File: config.mk
export PLATFORM = sky130hd
export DESIGN_NAME = rf_wb_arbiter
export DESIGN_NICKNAME = d
export VERILOG_FILES = /design/src/rtl/rf_wb_arbiter.sv
export SDC_FILE = /design/constraint.sdc
export NUM_CORES = 1
export LEC_CHECK = 0
export CORE_UTILIZATION = 38
export CTS_BUF_LIST = sky130_fd_sc_hd__clkbuf_4 sky130_fd_sc_hd__clkbuf_8
export DETAILED_ROUTE_END_ITERATION = 10
export PLACE_DENSITY = 0.68
export SLEW_MARGIN = 30
export SYNTH_ARGS = -nofsm -noshare
export SYNTH_HDL_FRONTEND = slang
export SYNTH_SLANG_ARGS = --single-unit
File: constraint.sdc
create_clock -name clk -period 4.9 [get_ports clk]
set_input_delay 1.225 -clock clk [delete_from_list [all_inputs] [get_ports clk]]
set_output_delay 1.225 -clock clk [all_outputs]
set_load 0.005 [all_outputs]
File: src/rtl/rf_wb_arbiter.sv
// Write-back arbiter: grants up to two register writes per cycle in round-robin
// order onto the register file's two write ports through a registered stage.
module rf_wb_arbiter #(
  parameter int NREQ     = 4,
  parameter int AWIDTH   = 5,
  parameter int DWIDTH   = 32,
  parameter bit ZERO_REG = 1'b1
) (
  input  logic                   clk,
  input  logic                   rst,
  input  logic                   hold,
  input  logic [NREQ-1:0]        req_valid,
  input  logic [NREQ*AWIDTH-1:0] req_addr,
  input  logic [NREQ*DWIDTH-1:0] req_data,
  output logic [NREQ-1:0]        req_ready,
  output logic [AWIDTH-1:0]      WA,
  output logic [AWIDTH-1:0]      WB,
  output logic                   WEA,
  output logic                   WEB,
  output logic [DWIDTH-1:0]      WAData,
  output logic [DWIDTH-1:0]      WBData
);
  localparam int PW = $clog2(NREQ);

  logic [AWIDTH-1:0] addr_arr [NREQ];
  logic [DWIDTH-1:0] data_arr [NREQ];

  logic [PW-1:0]     ptr;
  logic [PW-1:0]     ptr_next;
  logic              a_gnt, b_gnt;
  logic [PW-1:0]     a_idx, b_idx;
  logic [AWIDTH-1:0] a_addr, b_addr;
  logic [DWIDTH-1:0] a_data, b_data;
  logic [PW:0]       scan;
  logic [PW-1:0]     idx;
  logic [PW:0]       last_inc;

  always_comb begin
    for (int i = 0; i < NREQ; i++) begin
      addr_arr[i] = req_addr[i*AWIDTH +: AWIDTH];
      data_arr[i] = req_data[i*DWIDTH +: DWIDTH];
    end
  end

  // Port B skips requesters whose address matches port A; they retry next cycle.
  always_comb begin
    a_gnt     = 1'b0;
    b_gnt     = 1'b0;
    a_idx     = '0;
    b_idx     = '0;
    a_addr    = '0;
    b_addr    = '0;
    a_data    = '0;
    b_data    = '0;
    scan      = '0;
    idx       = '0;
    req_ready = '0;
    if (!rst && !hold) begin
      for (int k = 0; k < NREQ; k++) begin
        scan = {1'b0, ptr} + (PW+1)'(k);
        if (scan >= (PW+1)'(NREQ)) scan = scan - (PW+1)'(NREQ);
        idx = scan[PW-1:0];
        if (req_valid[idx]) begin
          if (!a_gnt) begin
            a_gnt  = 1'b1;
            a_idx  = idx;
            a_addr = addr_arr[idx];
            a_data = data_arr[idx];
          end else if (!b_gnt && addr_arr[idx] != a_addr) begin
            b_gnt  = 1'b1;
            b_idx  = idx;
            b_addr = addr_arr[idx];
            b_data = data_arr[idx];
          end
        end
      end
      if (a_gnt) req_ready[a_idx] = 1'b1;
      if (b_gnt) req_ready[b_idx] = 1'b1;
    end
  end

  always_comb begin
    last_inc = {1'b0, (b_gnt ? b_idx : a_idx)} + (PW+1)'(1);
    ptr_next = (last_inc == (PW+1)'(NREQ)) ? '0 : last_inc[PW-1:0];
  end

  // Address/data only load on a grant so idle ports do not toggle.
  always_ff @(posedge clk) begin
    if (rst) begin
      ptr    <= '0;
      WEA    <= 1'b0;
      WEB    <= 1'b0;
      WA     <= '0;
      WB     <= '0;
      WAData <= '0;
      WBData <= '0;
    end else begin
      WEA <= a_gnt && !(ZERO_REG && a_addr == '0);
      WEB <= b_gnt && !(ZERO_REG && b_addr == '0);
      if (a_gnt) begin
        WA     <= a_addr;
        WAData <= a_data;
        ptr    <= ptr_next;
      end
      if (b_gnt) begin
        WB     <= b_addr;
        WBData <= b_data;
      end
    end
  end
endmodule

### After elaboration in Yosys (flattened, before gate mapping)

Cells that the tools add are included.

| cells by class | value |
|---|---|
| add/sub/neg operators | 8 |
| magnitude comparators | 16 |
| equality and inequality tests | 4 |
| muxes and demuxes | 132 |
| bitwise logic cells | 5 |
| reductions and logical operators | 17 |

Operators with widths:

| kind | number |
|---|---|
| $mux W32 | 26 |
| $bmux W32 S2 | 4 |
| $mux W5 | 29 |
| $mux W2 | 30 |
| $bmux W5 S2 | 4 |
| $mux W1 | 29 |
| $ge A3 B3 Y1 const B | 7 |
| $lt A2 B3 Y1 const B | 6 |
| $mux W4 | 4 |
| $ne A5 B5 Y1 | 3 |
| $not A2 Y3 | 4 |
| $logic_not A5 Y1 | 2 |
| $bmux W1 S2 | 4 |
| $logic_and A1 B1 Y1 | 8 |
| $sub A2 B1 Y2 const B | 4 |
| $logic_not A1 Y1 | 7 |
| $add A2 B1 Y3 const B | 2 |
| $add A2 B2 Y3 const B | 2 |
| $demux W1 S2 | 2 |
| $ge A2 B1 Y1 const B | 2 |
| $or A4 B4 Y4 | 1 |
| $eq A3 B3 Y1 const B | 1 |
| $ge A2 B3 Y1 const B | 1 |

| word-level totals | value |
|---|---|
| register bits | 78 |
| output and inout port bits | 80 |
| logic and storage cells | 189 |

### Logic depth before layout (Yosys ltp)

Gate-level depths: netlist of the first run.

| depth | value |
|---|---|
| depth in word-level cells | 34 |
| depth in mapped cells | 15 |
| gate-level depth less buffers | 12 |

### Least setup slack after synthesis of the first run

OpenSTA, ideal clock, no wires.

| path | value |
|---|---|
| path kind | input port to output port |
| start point | input port req_valid[3] |
| end point | output port req_ready[0] |
| arrival time | 3745 ps |
| required time | 3675 ps |
| slack | -70 ps |
| cell stages on the path | 12 |
| buffers on the path | 3 |
| cells stage by stage | clkbuf_1 -> mux2_2 -> mux2i_4 -> clkbuf_1 -> inv_1 -> clkbuf_1 -> ha_1 -> mux2i_1 -> a211oi_1 -> a21oi_1 -> or3_1 -> a21oi_1 |

| on the way | value |
|---|---|
| cells in the longest elaborated chain, start to end | 29 |
| elaborated cells on any way between the ends | 77 |

Ends and longest elaborated chain:

| item | RTL line | RTL |
|---|---|---|
| from (decl) | 12 | `input logic [NREQ-1:0] req_valid,` |
| $bmux W1 S2 | 63 | `if (req_valid[idx]) begin` |
| $mux W1 (not written as such) | 63 |  |
| $mux W5 | 63 |  |
| $mux W5 | 58 | `if (!rst && !hold) begin` |
| $ne A5 B5 Y1 | 69 | `end else if (!b_gnt && addr_arr[idx] != a_addr) begin` |
| $logic_and A1 B1 Y1 | 69 |  |
| $mux W1 | 69 |  |
| $mux W1 | 64 | `if (!a_gnt) begin` |
| [13 not listed] | n/a |  |
| $mux W2 | 58 |  |
| $lt A2 B3 Y1 (not written as such) / $ge A2 B1 Y1 (equally long branches) | 78 | `if (b_gnt) req_ready[b_idx] = 1'b1;` |
| $logic_and A1 B1 Y1 (not written as such) | 78 |  |
| $mux W1 (not written as such) | 78 |  |
| $demux W1 S2 | 78 |  |
| $or A4 B4 Y4 (no line) | n/a |  |
| $mux W4 (*) | 78 |  |
| $mux W4 (*) | 58 |  |
| to (decl) | 15 | `output logic [NREQ-1:0] req_ready,` |

Mark *: on every way between the ends. The rest lies on a longest branch, timed or not. The select of a mux whose other input is x is not followed.

### Worst setup path in the final report of the first run

| path | value |
|---|---|
| start point | input port req_valid[2] |
| end point | output port req_ready[0] |

Same word-level chain as after synthesis.

==> results.json, run 1 <==
{
  "synthTopCellsByArea": "dfxtp_1, mux2_2, mux2i_1",
  "yosysTopAreaCellShare": 0.1783,
  "gp_congestion": 0.8820,
  "nFillCells": 2090,
  "avgRoutedWirePerCell_um": 20.85,
  "power_leakage_nw": 4.582,
  "irDropWorstVdd_mv": 0.1580,
  "cts_tree": "yes",
  "rows": 55,
  "postRouteAntennaNets": 0,
  "numCtsBuffers": 9,
  "path_max_fanout": 4,
  "hold_violations": 0,
  "worst_pin_slew_ns": 0.9076,
  "core_um2": 22640,
  "first_global_vias": 9848,
  "syn_nets": 1234,
  "yosysTopAreaCell": "dfxtp_1",
  "drc_errors": 0,
  "worst_slack_ns": -0.3328,
  "min_period_ns": 5.233,
  "clk_pin_slew_worst_paths_ns": 0.08,
  "htreeDepth": 3,
  "synth-edff-count": 0,
  "ys_ff_latch": 78,
  "power_density_nw_per_um2": 309.5,
  "grt_pass1_wl_um": 52370,
  "slew_viol_final": 0,
  "num_io_pins": 235,
  "yosysWarnings": 0,
  "dieArea_um2": 23660,
  "first_pass_iters": 5,
  "clock_skew_ns": 0.008388,
  "yosysSeqAreaShare": 0.1783,
  "final_common_cell": "clkdlybuf4s50_1",
  "criticalPathCategory": "in2out",
  "clockRootBuffer": "clkbuf_8",
  "drt-vias-per-instance": 6.324,
  "overflow": 0,
  "syn_area_per_cell_um2": 8.125,
  "antenna_cells": 0,
  "cap_violations": 0,
  "cts_max_path_buffers": 2,
  "hold_path_class": "reg2reg",
  "rsz0062_at_grt": "true",
  "hp-start": "WA[0]",
  "clkLatencyLatePin_ns": 0.38,
  "async_flop_share": 0,
  "ys.flop_type": "dfxtp_1",
  "dieHeight_um": 153.8,
  "area_growth_syn_to_layout_pct": 42.60,
  "start_util": 0.3868,
  "antenna_found_initial": 0,
  "end_kind": "primary output",
  "synthCells": 1078,
  "cp.required_ns": 3.67,
  "arrival_ns": 4.01,
  "routed_wirelength_um": 33960,
  "drive_gt1_frac": 0.2463,
  "cts_sinks": 78,
  "place_hpwl_um": 22530,
  "syn_area_um2": 8758,
  "post-place-ws_ns": -1.114,
  "crit_path_start": "req_valid[2]",
  "grt.total_usage": 0.2772,
  "reg2reg_from": "ptr[0]",
  "die_x_um": 153.8,
  "cts_hold_buf": 0,
  "vias": 10300,
  "startpoint_type": "primary input",
  "period_share": 1.068,
  "numPortBuffers": 234,
  "violations": "negative setup slack",
  "grt_max_degree": 124,
  "finalSetupViolations": 4,
  "first_iter_violations": 597,
  "fmax_mhz": 191.1,
  "setup_tns_ns": -1.102,
  "nNetsFinal": 1495,
  "max-slew-margin-rel": 0.3949,
  "synth_cell_types": 75,
  "layout_common_cells": "clkdlybuf4s50_1, buf_4, mux2_2, o21ai_0, mux2i_1",
  "holdWs_ns": 0.4731,
  "status": "finished, violations left"
}
[Yosys cell counts (3+ instances only)]
cell	instances
mux2_2	94
mux2i_1	88
o21ai_0	88
clkbuf_1	83
dfxtp_1	78
nand2_1	66
a21oi_1	60
nand3_1	45
nor2_1	45
o211ai_1	45
a221o_1	43
o22ai_1	38
a221oi_1	30
a31oi_1	25
o21ai_1	25
a22o_1	21
mux4_2	16
xnor2_1	15
a21o_1	13
buf_1	12
o221ai_1	12
buf_2	10
buf_4	9
or3_1	9
a31o_2	8
nor4_1	7
and2_1	6
buf_6	6
inv_1	5
nor2b_1	4
a211oi_1	3
a21boi_0	3
a2bb2oi_1	3
a32oi_1	3
nand2b_1	3
nor3_1	3
nor3b_1	3
o21a_1	3
or2_2	3
xor2_1	3
[stage by stage]
step | total power, W | cell area (um2) | utilization | cells
6_report | 0.003865 | 12490 | 0.5516 | 1629
2_1_floorplan | 0.002207 | 8785 | - | 1078
5_1_grt | 0.004097 | 12490 | 0.5516 | 1629
3_3_place_gp | 0.003107 | 11880 | 0.5246 | 1586
4_1_cts | 0.003804 | 12380 | 0.5467 | 1625
3_5_place_dp | 0.003143 | 11880 | 0.5247 | 1586
[final cells by class]
| type | count | area, um2 | share of cell area |
|---|---|---|---|
| clock buffers | 11 | 151.4 | 0.01212 |
| clock inverters | 5 | 63.81 | 0.005109 |
| inverters | 7 | 26.28 | 0.002104 |
| multi-input cells | 873 | 6898 | 0.5523 |
| flip-flops and latches | 78 | 1569 | 0.1256 |
| well taps | 285 | 356.6 | 0.02855 |
| repair buffers | 370 | 3425 | 0.2742 |
[logic make-up (layout without fill, tap and decap cells)]
logic type                 after synthesis  in the layout  share of synthesized area
adders and majority gates                1              1                   0.001428
AOI/OAI and AO/OA                      443            443                     0.3516
xor gates and xnor gates                18             18                    0.01800
DFF                                     78             78                     0.1783
buffers and inverters                  127            393                    0.06486
muxes                                  200            200                     0.2669
and+or+nand+nor                        211            211                     0.1190
[flip-flops by register name (all words and copies together), names as in the netlist]
register  flops
ptr           2
WA            5
WBData       32
WEB           1
WB            5
WAData       32
WEA           1
[worst max-delay path: stages]
cell	delay (ns)
buf_8	0.10
nor4bb_4	0.15
or4_4	0.59
buf_6	0.15
o2bb2ai_4	0.12
nor2_4	0.17
xnor2_2	0.10
or4_4	0.55
nand3_4	0.08
o211ai_1	0.14
a221o_1	0.33
a21oi_2	0.16
buf_2	0.13
[timing repair]
| action | in CTS | in global routing |
|---|---|---|
| pin swaps | 22 | 18 |
| setup buffers | 23 | 6 |
| resized for setup | 82 | 17 |
| setup endpoints to repair | 4 | 4 |
[routing by layer]
metal | GRT usage | vias to the layer above | wire length, um
met5 | 0 | - | 0
met4 | 0.1195 | 0 | 1061
met3 | 0.05158 | 77 | 2613
met2 | 0.4630 | 505 | 15810
met1 | 0.3478 | 4930 | 14470
li1 | - | 4789 | -
[where the power goes]
part	total [W]	switching [W]	leakage [nW]	internal (W)
Sequential	0.000837	0.0000799	0.645	0.000757
Combinational	0.00247	0.00121	3.83	0.00125
Clock	0.000560	0.000292	0.107	0.000268
Total	0.00387	0.00159	4.58	0.00228
[worst paths after layout]
path,cells after the start,endpoint,slack [ns]
setup / recovery,13,req_ready[0],-0.33
hold / removal,1,WA[0],0.47
setup reg to reg,14,ptr[1],0.90
hold reg to reg,1,WA[0],0.47
Note: power is estimated with default switching activity, not from simulation.
==> run 2, diff against run 1 <==
Settings changed: SLEW_MARGIN 30 to 20.
==> results.json, run 2 (synthesized netlist as in run 1, its figures left out) <==
{
  "overflow": 0,
  "num_io_pins": 235,
  "status": "finished, violations left",
  "grt.total_usage": 0.2808,
  "first_pass_iters": 5,
  "whs_endpoint": "WA[4]",
  "grt_pass1_wl_um": 53060,
  "p_comb_frac": 0.641,
  "clk_pin_slew_worst_paths_ns": 0.08,
  "p_switching_w": 0.001598,
  "worst_slack_ns": -0.3381,
  "cts_sinks": 78,
  "postRouteAntennaNets": 0,
  "criticalPathCategory": "in2out",
  "rsz0062_at_grt": "true",
  "reg2reg_slack_ns": 0.90,
  "slowest_stage": "or4_4",
  "drt-vias-per-instance": 6.367,
  "first_global_vias": 9936,
  "max-slew-margin-rel": 0.4015,
  "cts_max_path_buffers": 2,
  "core_um2": 22640,
  "power_density_nw_per_um2": 310.3,
  "hold_violations": 0,
  "numCtsBuffers": 9,
  "start_util": 0.3868,
  "reg2reg_from": "ptr[0]",
  "slowest_delay_ns": 0.57,
  "power.internal_w": 0.002296,
  "grt_max_degree": 124,
  "fin_area_um2": 12550,
  "startpoint_type": "primary input",
  "layout_common_cells": "clkdlybuf4s50_1, buf_4, mux2_2, o21ai_0, mux2i_1",
  "first_iter_violations": 724,
  "min_path_cells": 1,
  "hp-start": "WA[4]",
  "drive_gt1_frac": 0.2517,
  "arrival_ns": 4.01,
  "path_max_fanout": 4,
  "clock_skew_ns": 0.006826,
  "violations": "negative setup slack",
  "drc_errors": 0,
  "numPortBuffers": 234,
  "cap_violations": 0,
  "cp_cell_sequence": "buf_6 > nor4bb_2 > or4_4 > buf_6 > o2bb2ai_4 > nor2_4 > xnor2_2 > or4_4 > nand3_4 > o211ai_1 > a221o_1 > a21oi_2 > buf_2",
  "period_share": 1.069,
  "place_area_um2": 11880,
  "cts_tree": "yes",
  "cts_hold_buf": 0,
  "power_leakage_nw": 4.618,
  "hold_path_class": "reg2reg",
  "power_frac_clock": 0.144,
  "end_kind": "primary output",
  "routed_wirelength_um": 34270,
  "finalSetupViolations": 4,
  "power_frac_seq": 0.215,
  "vias": 10420,
  "irDropWorstVdd_mv": 0.1830,
  "reg_top3": "WAData x32, WBData x32",
  "worst_pin_slew_ns": 0.8977,
  "slew_viol_final": 0,
  "min_period_ns": 5.238,
  "rows": 55,
  "cp.required_ns": 3.67,
  "utilization": 0.5543,
  "swShare": 0.4104,
  "post-place-ws_ns": -1.109,
  "ff2ff_path_depth": 14,
  "area_growth_syn_to_layout_pct": 43.29,
  "timing.rr.end": "ptr[1]",
  "antenna_cells": 0,
  "final_common_cell": "clkdlybuf4s50_1",
  "dieArea_um2": 23660,
  "nNetsFinal": 1502,
  "place_hpwl_um": 22520,
  "avgRoutedWirePerCell_um": 20.95,
  "htreeDepth": 3,
  "die_x_um": 153.8,
  "dieHeight_um": 153.8,
  "clkLatencyLatePin_ns": 0.39,
  "fmax_mhz": 190.9,
  "clockRootBuffer": "clkbuf_8",
  "antenna_found_initial": 0,
  "gp_congestion": 0.8820
}
run 2: changes by cell type in the layout (fill, tap and decap cells not counted), sizes merged:
cell	delta
dlymetal6s2s	-2
buf	+7
dlygate4sd2	+1
clkdlybuf4s50	+1
run 2: layer usage:
layer / track usage / up-vias / share of wire
met5: 0 / - / 0
met4: 0.1052 / 0 / 0.026
met3: 0.04622 / 79 / 0.073
met2: 0.4786 / 525 / 0.48
met1: 0.3541 / 5018 / 0.43
li1: - / 4794 / -
run 2: worst max-delay path, delay by kind of cell:
kind	cells	cell delay (ns)
xor+xnor	1	0.08
buf+inv	3	0.38
compound gates	4	0.80
simple gates	5	1.53
run 2: area by class of cell:
class                   count  area [um2]
multi-input cells         873        6882
fillers                  2076       10090
inverters                   7       26.28
clock inverters             5       63.81
repair buffers            377        3501
clock buffers              11       151.4
well taps                 285       356.6
flip-flops and latches     78        1569
run 2: worst max-delay path by stage:
| stage | from | slack, ns | cells after the start | endpoint |
|---|---|---|---|---|
| floorplan | req_valid[3] | -0.02 | 11 | req_ready[0] |
| global route | req_valid[0] | -0.47 | 15 | req_ready[0] |
| CTS | req_valid[3] | -0.28 | 13 | req_ready[0] |
| global placement | req_valid[3] | -1.09 | 11 | req_ready[0] |
| finish | req_valid[3] | -0.34 | 13 | req_ready[0] |
| detailed placement | req_valid[3] | -1.11 | 12 | req_ready[0] |
run 2: repair_timing:
action	CTS	global route
buffers inserted	31	3
hold endpoints to repair	0	0
gates resized for setup	99	6
endpoints found under the setup margin	4	4
pin swaps	27	11
run 2: power by group through the flow:
| stage | logic, W | registers [W] | clock network (W) |
|---|---|---|---|
| CTS | 0.00244 | 0.000837 | 0.000575 |
| detailed placement | 0.00230 | 0.000848 | 0 |
| floorplan | 0.00137 | 0.000839 | 0 |
| global route | 0.00268 | 0.000851 | 0.000597 |
| finish | 0.00250 | 0.000836 | 0.000562 |
| global placement | 0.00226 | 0.000848 | 0 |
run 2: metrics by stage:
step / cells / hold slack (ns) / setup TNS [ns] / power [W]
6_report: 1636 / 0.4717 / -1.136 / 0.003894
3_3_place_gp: 1586 / 0.4442 / -4.204 / 0.003107
3_5_place_dp: 1586 / 0.4446 / -4.334 / 0.003145
2_1_floorplan: 1078 / 0.4467 / -0.01532 / 0.002207
4_1_cts: 1633 / 0.4722 / -0.9141 / 0.003847
5_1_grt: 1636 / 0.4843 / -1.569 / 0.004124
==> run 3, diff against run 2 <==
Settings changed: CORE_UTILIZATION 38 to 46, PLACE_DENSITY 0.68 to 0.8.
==> results.json, run 3 (synthesized netlist as in run 1, its figures left out) <==
{
  "core_um2": 18710,
  "rsz0062_at_grt": "true",
  "slew_viol_final": 0,
  "worst_pin_slew_ns": 1.089,
  "end_kind": "primary output",
  "fin_cells": 1571,
  "hold_violations": 0,
  "grt_max_degree": 114,
  "antenna_found_initial": 0,
  "grt_pass1_wl_um": 51580,
  "drc_errors": 0,
  "nNetsFinal": 1488,
  "cpLargestDelayFamily": "simple AND/OR/NAND/NOR gates",
  "overflow": 0,
  "postRouteAntennaNets": 0,
  "cts_max_path_buffers": 2,
  "dieArea_um2": 19600,
  "min_path_cells": 1,
  "p_comb_frac": 0.646,
  "cts_sinks": 78,
  "clock_skew_ns": 0.01501,
  "cp_cell_sequence": "buf_8 > nor4bb_4 > or4_4 > buf_6 > o2bb2ai_4 > nor2_4 > xnor2_2 > or4_4 > a41o_1 > a221o_1 > a21oi_2 > buf_2",
  "max-slew-margin-rel": 0.2739,
  "htreeDepth": 3,
  "drive_gt1_frac": 0.2461,
  "place_hpwl_um": 22280,
  "path_max_fanout": 4,
  "violations": "negative setup slack",
  "num_io_pins": 235,
  "power_frac_clock": 0.144,
  "reg_top3": "WAData x32, WBData x32",
  "power.internal_w": 0.002383,
  "ff2ff_path_depth": 21,
  "clkLatencyLatePin_ns": 0.38,
  "clk_pin_slew_worst_paths_ns": 0.07,
  "cp.required_ns": 3.67,
  "numCtsBuffers": 9,
  "rows": 50,
  "swShare": 0.4035,
  "crit_path_start": "req_valid[2]",
  "min_period_ns": 5.257,
  "numPortBuffers": 234,
  "layout_common_cells": "clkdlybuf4s50_1, buf_4, mux2_2, o21ai_0, mux2i_1",
  "gp_congestion": 0.8873,
  "clockRootBuffer": "clkbuf_8",
  "period_share": 1.073,
  "arrival_ns": 4.03,
  "antenna_cells": 0,
  "drt-vias-per-instance": 6.595,
  "irDropWorstVdd_mv": 0.2219,
  "area_growth_syn_to_layout_pct": 43.03,
  "first_iter_violations": 935,
  "critPathMostFrequentCell": "or4_4",
  "dieHeight_um": 140.0,
  "final_common_cell": "clkdlybuf4s50_1",
  "finalSetupViolations": 4,
  "hold_path_class": "reg2reg",
  "slowest_stage": "or4_4",
  "crit_cells": 12,
  "first_pass_iters": 6,
  "holdWs_ns": 0.4606,
  "power_frac_seq": 0.210,
  "routed_wirelength_um": 33700,
  "die_x_um": 140.0,
  "dp_cells": 1526,
  "avgRoutedWirePerCell_um": 21.45,
  "p_switching_w": 0.001612,
  "criticalPathCategory": "in2out",
  "cts_tree": "yes",
  "first_global_vias": 9857,
  "post-place-ws_ns": -1.234,
  "fmax_mhz": 190.2,
  "reg2reg_from": "ptr[1]",
  "hp-start": "WA[0]",
  "start_util": 0.4682,
  "cts_hold_buf": 0,
  "power_density_nw_per_um2": 318.9,
  "design_power_total_w": 0.003995,
  "status": "finished, violations left",
  "nFillCells": 1546,
  "fin_area_um2": 12530,
  "power_leakage_nw": 4.625,
  "slowest_delay_ns": 0.60,
  "path_buf_inv": 3,
  "worst_slack_ns": -0.3566,
  "grt.total_usage": 0.3279,
  "startpoint_type": "primary input",
  "place_area_um2": 11720,
  "cap_violations": 0,
  "vias": 10360
}
run 3: cell types whose count changed in the layout (fill, tap and decap cells not counted), moves of 3 or more:
cell	before	now
buf_12	7	4
buf_4	126	113
dlymetal6s2s_1	0	3
clkbuf_16	0	3
a221oi_1	30	27
mux2i_4	1	4
run 3: what timing repair did:
action,4_1_cts,5_1_grt
resized for setup,94,24
buffers inserted,25,3
endpoints found under the setup margin,4,33
pin swaps,22,16
cloned,0,4
run 3: cell type report:
type,count,area (um2),area share
Multi-Input combinational cell,873,6994,0.5583
Timing Repair Buffer,363,3422,0.2732
Sequential cell,78,1569,0.1252
Tap cell,234,292.8,0.02337
Clock buffer,12,152.6,0.01219
Clock inverter,4,70.07,0.005593
Inverter,7,26.28,0.002097
run 3: power by group through the flow:
stage	logic, W	registers, W	clock network (W)
floorplan	0.00137	0.000839	0
global placement	0.00222	0.000846	0
detailed placement	0.00225	0.000849	0
CTS	0.00242	0.000839	0.000581
global route	0.00275	0.000852	0.000610
finish	0.00258	0.000840	0.000575
run 3: final timing paths:
path	to	slack (ns)
worst max-delay path	req_ready[0]	-0.36
worst min-delay path	WA[0]	0.46
worst max register to register	WEB	0.56
worst min register to register	WA[0]	0.46
run 3: per-layer routing:
| layer | wire length (um) | part of all wire | track usage |
|---|---|---|---|
| met5 | 0 | 0 | 0 |
| met1 | 14150 | 0.42 | 0.4182 |
| met3 | 3062 | 0.091 | 0.05675 |
| met2 | 15540 | 0.46 | 0.5426 |
| met4 | 948 | 0.028 | 0.1429 |
run 3: per-stage QoR:
step,util,TNS [ns]
finish,0.6697,-1.134
global route,0.6697,-1.400
CTS,0.6586,-0.9690
detailed placement,0.6263,-4.537
global placement,0.6263,-4.350
floorplan,-,-0.01532
run 3: worst reg2reg max path, cell delays in order, from the launching register on:
cell and delay, ns:
dfxtp_4 0.45, buf_4 0.29, mux4_2 0.59, o2bb2ai_4 0.18
nor2_4 0.14, xnor2_2 0.09, buf_4 0.14, buf_4 0.13
buf_4 0.12, buf_4 0.13, buf_4 0.12, buf_4 0.12
buf_4 0.12, buf_4 0.11, buf_4 0.12, buf_4 0.13
o41ai_4 0.31, nor3b_4 0.18, buf_6 0.18, a221oi_4 0.30
and3_4 0.22, a21oi_2 0.05
==> variant 1, RTL diff (settings of run 1) <==
Change the parameter `AWIDTH` from 5 to 4.
--- a/src/rtl/rf_wb_arbiter.sv
+++ b/src/rtl/rf_wb_arbiter.sv
@@ -2,7 +2,7 @@
 // order onto the register file's two write ports through a registered stage.
 module rf_wb_arbiter #(
   parameter int NREQ     = 4,
-  parameter int AWIDTH   = 5,
+  parameter int AWIDTH   = 4,
   parameter int DWIDTH   = 32,
   parameter bit ZERO_REG = 1'b1
 ) (
Ports: changed (resized WA, WB and req_addr); port bits go from 235 to 229. No check against the original RTL was run, so the function may have changed too.
==> variant 1 against run 1 <==
- the run still ends with setup timing left
- setup slack worse by 0.032 ns
- register-to-register slack better by 0.35 ns
- core utilization up 0.48 points
- final area down 5.2%
- routed wire length down 9.5%
- via count down 14%
- non-clock buffer count down 29
- final cell count down 14%
- power up 55%
- sequential cell count down 2
- first-iteration DRC count up 60%
- area after synthesis down 4.9%
- critical endpoint is now req_ready[1]
==> variant 1: results <==
[outcome]
status = complete, but fails checks
violations = setup timing

[timing]
tightestPinTransition_ns = 0.996
clock_skew_ns = 0.0189
setup_violations = 4
setup_slack_ns = -0.365
holdWs_ns = 0.472

[final_layout]
buffers = 341
multi_input_cells = 678
inv_count = 8
fillers = 1860
multiInputGateArea_um2 = 6610
seq_cell_count = 76
bufAreaShareNonClock_pct = 26.6
diodes = 1
regArea_um2 = 1530
fin_nets = 1266

[setup_path]
timing.reg2reg.setup_slack_ns = 1.25
r2r_cells = 13
r2r_start = ptr[1]$_SDFFE_PP0P_
crit_path_top_delay_cell = clkdlybuf4s50_1
cpPeakStageDelay_ns = 0.46
crit_family = buffers and inverters
endpoint = req_ready[1]
critPathArrivalTime_ns = 4.04

[grt]
top_usage_layer = met1
first_global_vias = 8126
use_met2_pct = 39.5
grt_first_pass_wirelength_um = 47400
grt_max_degree = 80
use_met1_pct = 40.5
gr-usage-all-layers_pct = 27.5

[power]
leakage_nw = 4.10
peakVddDrop_v = 0.000232

[place]
post-place-ws_ns = -1.13
gp_congestion = 0.940
placedCellCount = 1359

[yosys]
synthTopCellsByArea = mux4_2 (28%), dfxtp_1 (18%), nand3b_1 (6.2%), o21ai_0 (4.9%), a21oi_1 (4.3%)
ys_seq_area_share_pct = 18.3
synthCells = 863
synthMostInstantiatedCell = mux4_2
synthesis.nets = 1015

[detailed_routing]
viasPerCell = 6.35
drtIter0Drc = 958
dr_total_vias = 8863
wl_um = 30700
dr.pass1.iters = 6

[clock_tree]
cts_resized = 69
variant 1: cell families (layout without fill, tap and decap cells):
group           Yosys count  in the layout  share of synthesized area, %
compound gates          307            307                          24.3
simple gates            188            188                          13.8
mux                     164            164                          35.9
buf+inv                 109            365                          5.66
flops                    76             76                          18.3
xor+xnor                 18             18                          1.89
fa+ha+maj                 1              1                         0.150
other cells               0              1                             0
variant 1: where the power goes:
part | internal, mW | switching [mW] | total, mW
Clock | 0.212 | 0.267 | 0.479
Combinational | 2.27 | 2.31 | 4.58
Sequential | 0.817 | 0.131 | 0.948
variant 1: metrics by stage:
step / instance area [um^2] / TNS [ns]
after floorplan: 8360 / -0.0730
after global placement: 11300 / -4.39
after detailed placement: 11300 / -4.44
after CTS: 11800 / -1.25
after global routing: 11800 / -1.71
final: 11800 / -1.37
variant 1: metal layers:
metal	part of all wire, %	vias to the layer above
li1	-	4028
met3	10	45
met2	44	488
met4	2.3	0
met5	0	-
met1	44	4302
==> variant 2, RTL diff (flow settings as in run 1) <==
Without the edit above. Make the reset (`rst`) asynchronous in one clocked block.
--- a/src/rtl/rf_wb_arbiter.sv
+++ b/src/rtl/rf_wb_arbiter.sv
@@ -85,7 +85,7 @@
   end
 
   // Address/data only load on a grant so idle ports do not toggle.
-  always_ff @(posedge clk) begin
+  always_ff @(posedge clk or posedge rst) begin
     if (rst) begin
       ptr    <= '0;
       WEA    <= 1'b0;
Formal check against the unedited RTL: not equivalent (Yosys sat finds a counterexample within 4 cycles, from zero or initial values and one cycle with rst high; the reset may be asserted at any time).
==> variant 2 against run 1 <==
- the run still ends with setup timing left
- clock skew up 0.012 ns
- global-route usage down 1.6 points
- area after synthesis shrank 5.4%
- sequential cell count did not move
- routed wire length fell by 14%
- final area fell by 2.6%
- setup slack improved by 0.047 ns
- critical path depth fell by 2
- critical endpoint is now req_ready[2]
Power is not compared: it rests on default switching activity, and its combinational part moved more than twofold at a synthesized area within 25%.
==> variant 2: results <==
[grt]
first_global_vias = 8627
grtUsageMet3_pct = 4.09
antenna_found_initial = 2
use_met2_pct = 42.8
gr-usage-all-layers_pct = 26.1
grt_max_degree = 62
grt_first_pass_wirelength_um = 46100
use_met1_pct = 35.1

[detailed_routing]
drtIter0Drc = 696
dr.pass1.iters = 6
dr_wl_met3_um = 2340
viasPerCell = 5.97
post_drt_wl_per_cell_um = 19.6
dr_wl_met2_um = 13700
top_layer_used = met5
met1_length_um = 12400

[hold_path]
hold_start = WA[2]$_DFFE_PP0P_
worstHoldPathType = flip-flop to flip-flop
holdPathEnd = WA[2]$_DFFE_PP0P_

[setup_path]
reg2reg_to = WBData[22]$_DFFE_PP0N_
r2r_start = ptr[1]$_DFFE_PP0P_
crit_family = simple AND/OR/NAND/NOR gates
critical_path.startpoint = req_valid[0]
critPathMaxFanout = 5
timing.reg2reg.setup_slack_ns = 1.11
r2r_cells = 12
critPathArrivalTime_ns = 3.96
endpoint = req_ready[2]

[outcome]
violations = setup timing
status = complete, but fails checks

[clock_tree]
post_cts_buffers = 22
clock_latency_ns = 0.38
cts.clk_slew.worst_paths_ns = 0.08
cts_resized = 119
cts_buffers = 9

[yosys]
synth_commonest_cells = nand2_1 (113), nor2_1 (94), dfrtp_1 (78)
ys_seq_area_share_pct = 23.6
ys_async_sr_fraction_pct = 100
ys_warn_count = 0
synthTopCellsByArea = dfrtp_1 (24%), mux4_2 (20%), mux2i_1 (6.3%), mux2_2 (5.3%), nand2_1 (5.1%)
synthesis.nets = 1063

[final_layout]
drive_above_1_share_pct = 27.9
fin_nets = 1361
fillers = 1959

[timing]
tightestPinTransition_ns = 0.929
setup_tns_ns = -0.898
holdWs_ns = 0.486
setup_slack_ns = -0.286
setup_violations = 4
clock_skew_ns = 0.0202

[place]
port_buffers = 234
dp_hpwl_um = 21300
placed_area_um2 = 11600
gp_congestion = 0.932

[power]
leakage_nw = 4.75
## variant 2: changes by cell type in the layout (fill, tap and decap cells not counted), moves of 26 or more
| cell | delta |
|---|---|
| o211ai_1 | -43 |
| o22ai_1 | -29 |
| nand3_1 | -39 |
| mux2i_1 | -37 |
| dfrtp_1 | +76 |
| a221o_1 | -43 |
| a222oi_1 | +26 |
| mux4_2 | +59 |
| nor2_1 | +47 |
| o21ai_0 | -39 |
| mux2_2 | -55 |
| nand2_1 | +47 |
| dfxtp_1 | -76 |
## variant 2: cell type report
type / instances / area, um^2 / area share, %
Antenna cell: 2 / 5.00 / 0.0411
Clock buffer: 9 / 124 / 1.02
Clock inverter: 7 / 81.3 / 0.668
Inverter: 8 / 32.5 / 0.267
Multi-Input combinational cell: 729 / 6180 / 50.8
Sequential cell: 78 / 1960 / 16.1
Tap cell: 275 / 344 / 2.83
Timing Repair Buffer: 379 / 3450 / 28.3
## variant 2: metrics by stage
stage	std cells	worst slack [ns]
final	1487	-0.286
after floorplan	907	-0.132
after global routing	1486	-0.400
after detailed placement	1447	-1.16
after global placement	1447	-1.10
after CTS	1484	-0.256
## variant 2: logic make-up (layout without fill, tap and decap cells)
family / count (synthesis) / in the layout / share of synthesized area [%]
muxes: 167 / 167 / 32.1
buffers and inverters: 100 / 403 / 5.26
DFF: 78 / 78 / 23.6
other: 0 / 2 / 0
xor gates and xnor gates: 15 / 15 / 1.59
adders and majority gates: 1 / 1 / 0.151
and+or+nand+nor: 257 / 257 / 13.5
AOI/OAI and AO/OA: 289 / 289 / 23.8
## variant 2: power by group
| group | total, mW | internal (mW) | switching, mW |
|---|---|---|---|
| combinational | 6.13 | 3.13 | 3.00 |
| clock | 0.523 | 0.243 | 0.280 |
| sequential | 1.17 | 0.938 | 0.228 |
